--- src/rtl/fifo_rr_drain_pkg.sv ---
// Shared types and helpers for the round-robin FIFO drain scheduler.
// Holds the FSM encoding and the rotating channel-index helper.
package fifo_rr_drain_pkg;

  typedef enum logic {
    ST_IDLE  = 1'b0,
    ST_GRANT = 1'b1
  } state_e;

  // Channel visited at step k of a search that starts just after 'last'.
  function automatic int next_ch(input int last, input int k, input int num_ch);
    return (last + k) % num_ch;
  endfunction

endpackage

--- src/rtl/fifo_rr_drain_rr_pick.sv ---
// Rotating priority picker: first requester after 'last', wrapping modulo NumCh.
// Purely combinational so any arbiter can reuse it.
module rr_pick
  import fifo_rr_drain_pkg::*;
#(
  parameter int NumCh  = 4,
  parameter int ChBits = $clog2(NumCh)
) (
  input  logic [NumCh-1:0]  req,
  input  logic [ChBits-1:0] last,
  output logic              found,
  output logic [ChBits-1:0] idx
);

  always_comb begin
    // NOTE: every output gets a default before the loop so no latch is inferred.
    found = 1'b0;
    idx   = '0;
    // Walk farthest-first so the nearest requester after 'last' overwrites and wins.
    for (int k = NumCh; k >= 1; k--) begin
      if (req[next_ch(int'(last), k, NumCh)]) begin
        found = 1'b1;
        idx   = ChBits'(next_ch(int'(last), k, NumCh));
      end
    end
  end

endmodule

--- src/rtl/fifo_rr_drain.sv ---
// Round-robin drain of NumCh upstream FIFOs into one tagged downstream FIFO.
// One grant at a time, bounded to BurstMax pops; output word is fully registered.
module fifo_rr_drain
  import fifo_rr_drain_pkg::*;
#(
  parameter int   Width    = 8,
  parameter int   NumCh    = 4,
  parameter int   BurstMax = 4,
  localparam int  ChBits   = $clog2(NumCh),
  localparam int  CntBits  = $clog2(BurstMax + 1)
) (
  input  logic                    clk,
  input  logic                    rst,
  input  logic [NumCh-1:0]        src_empty,
  output logic [NumCh-1:0]        src_rd_en,
  input  logic [NumCh*Width-1:0]  src_rd_data,
  input  logic                    dst_full,
  output logic                    dst_wr_en,
  output logic [ChBits+Width-1:0] dst_wr_data,
  output logic [ChBits-1:0]       grant_ch,
  output logic                    busy
);

  state_e                    state_q, state_d;
  logic [ChBits-1:0]         last_q, last_d;
  logic [ChBits-1:0]         grant_q, grant_d;
  logic [CntBits-1:0]        cnt_q, cnt_d;
  logic                      out_valid_q, out_valid_d;
  logic [ChBits+Width-1:0]   out_data_q, out_data_d;
  logic                      pick_found;
  logic [ChBits-1:0]         pick_idx;
  logic                      pop;

  rr_pick #(
    .NumCh  (NumCh),
    .ChBits (ChBits)
  ) u_pick (
    .req   (~src_empty),
    .last  (last_q),
    .found (pick_found),
    .idx   (pick_idx)
  );

  always_comb begin
    state_d     = state_q;
    last_d      = last_q;
    grant_d     = grant_q;
    cnt_d       = cnt_q;
    out_valid_d = out_valid_q;
    out_data_d  = out_data_q;
    pop         = 1'b0;
    src_rd_en   = '0;
    dst_wr_en   = out_valid_q && !dst_full;

    case (state_q)
      ST_IDLE: begin
        if (pick_found) begin
          grant_d = pick_idx;
          cnt_d   = '0;
          state_d = ST_GRANT;
        end
      end
      ST_GRANT: begin
        // A full downstream only stalls; it never releases the grant.
        pop = !src_empty[grant_q] && (!out_valid_q || !dst_full);
        if (src_empty[grant_q]) begin
          state_d = ST_IDLE;
          last_d  = grant_q;
        end else if (pop) begin
          cnt_d      = cnt_q + CntBits'(1);
          out_data_d = {grant_q, src_rd_data[int'(grant_q)*Width +: Width]};
          if (cnt_d == CntBits'(BurstMax)) begin
            state_d = ST_IDLE;
            last_d  = grant_q;
          end
        end
      end
      default: state_d = ST_IDLE;
    endcase

    // Reload wins over drain so a simultaneous pop and write keep one word per cycle.
    if (pop) begin
      out_valid_d = 1'b1;
    end else if (dst_wr_en) begin
      out_valid_d = 1'b0;
    end

    src_rd_en[grant_q] = pop && !rst;
    busy               = (state_q == ST_GRANT) || out_valid_q;
  end

  // NOTE: state registers use non-blocking assignments so every flop samples pre-edge values.
  always_ff @(posedge clk) begin
    if (rst) begin
      state_q     <= ST_IDLE;
      last_q      <= ChBits'(NumCh - 1);
      grant_q     <= '0;
      cnt_q       <= '0;
      out_valid_q <= 1'b0;
      out_data_q  <= '0;
    end else begin
      state_q     <= state_d;
      last_q      <= last_d;
      grant_q     <= grant_d;
      cnt_q       <= cnt_d;
      out_valid_q <= out_valid_d;
      out_data_q  <= out_data_d;
    end
  end

  assign dst_wr_data = out_data_q;
  assign grant_ch    = grant_q;

endmodule

--- config.mk ---
export PLATFORM = sky130hd
export DESIGN_NAME = fifo_rr_drain
export DESIGN_NICKNAME = d
export VERILOG_FILES = /design/src/rtl/fifo_rr_drain_pkg.sv /design/src/rtl/fifo_rr_drain_rr_pick.sv /design/src/rtl/fifo_rr_drain.sv
export SDC_FILE = /design/constraint.sdc
export NUM_CORES = 1
export LEC_CHECK = 0
export ABC_AREA = 1
export CAP_MARGIN = 10
export CORE_MARGIN = 2
export CORE_UTILIZATION = 35
export DETAILED_ROUTE_END_ITERATION = 16
export PLACE_DENSITY_LB_ADDON = 0.2
export SYNTH_ARGS = -nofsm -noshare
export SYNTH_HDL_FRONTEND = slang
export SYNTH_SLANG_ARGS = --single-unit
--- constraint.sdc ---
create_clock -name clk -period 1.7 [get_ports clk]
set_input_delay 0.17 -clock clk [delete_from_list [all_inputs] [get_ports clk]]
set_output_delay 0.17 -clock clk [all_outputs]
set_load 0.05 [all_outputs]
# Yosys cells after proc, flatten, opt, wreduce, memory -nomap -nowiden
# Cells that the tools add are included.
# totals
ff_bits	19
latch_bits	0
ramBits	0
rom_bits	0
inputBits	39
out_inout_bits	18
wordCells	90
n_memories	0
# classes
add_sub_neg	5
mul	0
div	0
order_cmp	6
n_eq_ne	4
shifts	1
n_mux	39
bitwise	8
n_reduce_logical	21
# op_table
operator	n
$shiftx A32 B6 Y8	1
$mux W1	21
$lt A3 B4 Y1 const B	4
$mux W2	7
$bmux W1 S2	5
$mux W3	3
$reduce_and A3 Y1	3
$reduce_or A2 Y1	4
$pmux W3 S2	1
$reduce_bool A2 Y1	3
$add A2 B1 Y2 const B	2
$add A2 B2 Y2 const B	2
$and A1 B1 Y1 const A	4
$and A4 B4 Y4	1
$logic_and A1 B1 Y1	4
$logic_not A1 Y1	4
$ne A2 B2 Y1 const B	2
$not A4 Y4	1
$add A3 B1 Y3 const B	1
$eq A3 B3 Y1 const B	1
$lt A2 B3 Y1 const B	1
$demux W1 S2	1
$ge A2 B1 Y1 const B	1
$logic_or A1 B1 Y1	2
4 further kinds	5

# Depth between registers and ports, before layout
# logic_depth
ltp_word	12
mapped_depth	13
ltp_nobuf	12

# Hierarchy
# Synthesis repeated with hierarchy kept, for this count alone.
# hier_totals
cells_unflattened	233
hier_area_um2	1416.4
# by_module_without_submodules
mod	instances	cells_each	area_each_um2	seq_area_each_um2
fifo_rr_drain	1	182	1169.9	380.4
rr_pick	1	51	246.5	0.0

# Worst setup path before layout
# OpenSTA, ideal clock, no wires.
# synth_timing
path_kind	flip-flop to output port
from	register grant_q[0], in the netlist grant_ch[0]
to	output src_rd_en[0]
arrival_time_ps	2221
required_ps	1530
setup_slack_ps	-691
path_stages_with_launch	9
path_buffers	0
cell_sequence	dfxtp_1 nor2_2 inv_2 nor2_2 nor3_4 nand3_4 inv_6 nand2_1 nor2_1
# synth_between
elab_chain_cells	7
word_cells_on_any_way	12
classes_between	2 x order compare; 5 x mux; 1 x bitwise; 4 x reduce/logical
# synth_rtl
element	line	text
start: declaration	fifo_rr_drain.sv:26	logic [ChBits-1:0] grant_q, grant_d;
start signal: assignment	fifo_rr_drain.sv:104	grant_q <= grant_d;
parallel branches: the longest is 6 deep, another holds $lt A2 B3 Y1	n/a	
$and A4 B4 Y4 (no line) *	n/a	
end: declaration	fifo_rr_drain.sv:15	output logic [NumCh-1:0] src_rd_en,
# Mark *: on every way between the ends. The select of a mux whose other input is x is not followed.

# Worst setup path after layout
# layout_timing
from	register grant_q[1], in the netlist grant_ch[1]
to	output src_rd_en[2]
# Same word-level chain as after synthesis.

==> run_results.csv <==
group,metric,value,unit
status,outcome,"finished with violations",
status,violations,"setup timing",
cells_and_area,drive_above_1_share,0.253,
pwr,p_switching,0.00114,W
grt,globalRouteOverflowTotal,0,
drt,drc,0,
sta,fin_hold_ws,0.473,ns
run,drv_cap,0,
cts,cts_root_buf,"clkbuf_4",
drt,viasPerCell,4.95,
grt,grt_pass1_vias,1480,
placement,placed_area,2060,sq um
setup_path,path_class,"reg2out",
pwr,p_int,0.00126,W
floorplan,die_h,63.7,um
synthesis,yosys.area.top_type_share,0.305,
synthesis,synthDistinctLibCells,24,
setup_path,critPathLaunchType,"register",
grt,grt_pass1_wl,6670,um
setup_path,arrival,1.78,ns
synthesis,yosys_warnings,0,
hold_path,hold_start,"dst_wr_data[0]",
grt,grt_max_degree,19,
cells_and_area,syn_to_final_growth,76.0,%
cells_and_area,diodes,0,
grt,grt_antenna_before_repair,0,
drt,drt_pass1_iterations,4,
sta,slew_headroom,0.647,
pwr,switching_share,0.476,
sta,worst_pin_slew,0.528,ns
cells_and_area,instances_no_fill,319,
cts,clk_pin_slew,0.10,ns
sta,finalMaxSlewViolations,0,
cells_and_area,final_cell_mix,"58 x nand2_1, 47 x clkdlybuf4s50_1, 30 x buf_4, 28 x nand3_1, 17 x dfxtp_1",
pwr,power.leakage,0.974,nW
drt,vias,1579,
setup_path,end_kind,"output port",
sta,period_minus_slack,1.95,ns
sta,max_freq,513,MHz
cts,clk_latency,0.29,ns
cts,h-tree-depth,1,
synthesis,synth_cells,194,
pwr,pwr_density_cell,1090,nW/um^2
synthesis,syn-num-nets,235,
grt,track_usage,0.207,
synthesis,syn_area_per_cell,6.42,sq um
synthesis,async_reset_ff_frac,0,
floorplan,rows,21,
sta,worst_slack,-0.248,ns
pwr,ir_drop,0.496,mV
sta,rsz0062_at_grt,"true",
cts,cts_buffer_depth,2,
drt,post_drt_wl_per_cell,12.7,um
placement,dpl.hpwl,2970,um
floorplan,dieArea,4050,sq um
cts,cts_tree,"done",
cells_and_area,post-route-cell-area,2190,sq um
pwr,power,0.00240,W
synthesis,synth_edf_count,0,
pwr,p_clk_frac,0.094,
floorplan,die_x,63.7,um
floorplan,start_util,0.368,
cells_and_area,final_common_cell,"nand2_1",
sta,totalNegativeSetupSlack,-0.618,ns
synthesis,synth_seq_cells,19,
drt,drt_iter0_drc,37,
pwr,pwr-share-seq,0.266,
cts,clock_sinks,19,
cells_and_area,final_nets,315,
sta,setup_viol,4,
floorplan,ios,57,
setup_path,cp_max_fo,6,
placement,port_buffers,56,
drt,drt_wl_total,4050,um
setup_path,r2r-start,"grant_ch[1]",
cts,cts_made_buffers,3,
pwr,p_comb_frac,0.640,
sta,skew,0.000764,ns
hold_path,min_path_type,"reg2reg",
drt,ant_nets,0,
synthesis,synth_area_leaders,"dfxtp_1 31%, nand2_1 19%, nand3_1 12%",
floorplan,fp.coreArea,3390,sq um
placement,dp.cells,305,
sta,finalCritPeriodShare,1.15,
synthesis,synth_seq_area_share,0.305,
synthesis,synth_top_cell_by_area,"dfxtp_1",
sta,hold_viol_final,0,
cts,cts.hold.buffers_added,0,
setup_path,required,1.53,ns
setup_path,cp-startpoint,"grant_ch[1]",
synthesis,ys.flop_type,"dfxtp_1",
synthesis,synth_area,1250,sq um
placement,gp_congestion,0.770,
[metal layers]
metal | GRT usage | vias to the layer above | share of wire
li1 | - | 803 | -
met1 | 0.259 | 706 | 0.43
met2 | 0.355 | 66 | 0.48
met5 | 0 | - | 0
met3 | 0.0643 | 4 | 0.085
met4 | 0.0299 | 0 | 0.0084
[what timing repair did]
item,in CTS,in global routing
setup endpoints to repair,4,4
gates cloned,0,0
gates resized for setup,7,3
pin swaps,4,1
buffers inserted,8,2
[cells by family after synthesis]
group / after synthesis / synth area share
and+or+nand+nor: 115 / 0.426
xor gates and xnor gates: 1 / 0.00703
adders and majority gates: 2 / 0.0201
AOI/OAI and AO/OA: 32 / 0.148
DFF: 19 / 0.305
buffers and inverters: 25 / 0.0944
[power groups by stage]
stage | Combinational [W] | Clock [W] | Sequential (W)
finish | 0.00154 | 0.000227 | 0.000638
global route | 0.00166 | 0.000257 | 0.000655
CTS | 0.00151 | 0.000231 | 0.000636
detailed placement | 0.00139 | 0 | 0.000653
global placement | 0.00138 | 0 | 0.000651
floorplan | 0.000739 | 0 | 0.000833
[through the flow]
stage	util	worst slack, ns
after floorplan	-	-0.196
after global placement	0.608	-0.0762
after detailed placement	0.608	-0.106
after CTS	0.640	-0.247
after global routing	0.647	-0.340
final	0.647	-0.248
[critical path: stages (launching register included)]
cell and delay [ns]:
dfxtp_4 0.44, inv_4 0.06, nand2_4 0.08, nor2_4 0.05, nor3_4 0.22, nand3_4 0.11
clkinv_4 0.08, nand2_8 0.07, nor3_4 0.22, buf_12 0.16
[final timing paths]
kind,slack [ns],cells after the start,to
hold reg to reg,0.47,2,dst_wr_data[0]
hold / removal,0.47,2,dst_wr_data[0]
setup / recovery,-0.25,9,src_rd_en[2]
setup reg to reg,0.09,10,dst_wr_data[2]
[cell type report]
type / count / area [sq um]
Timing Repair Buffer: 83 / 807
Clock buffer: 4 / 26.3
Fill cell: 321 / 1200
Multi-Input combinational cell: 150 / 838
Tap cell: 46 / 57.6
Inverter: 17 / 76.3
Sequential cell: 19 / 388
[synth_stat cells (3+ instances only)]
library cell	count
a21oi_1	14
a21oi_2	4
clkbuf_1	5
dfxtp_1	19
inv_1	13
inv_2	3
nand2_1	64
nand2_2	4
nand3_1	29
nand4_1	6
nor2_1	7
o211ai_1	3
o21ai_0	9
[sequential cells by signal, indices dropped and copies added, names as in the netlist]
name         cells
out_valid_q      1
state_q          1
dst_wr_data     10
grant_ch         2
cnt_q            3
last_q           2
(Power assumes the default switching activity.)
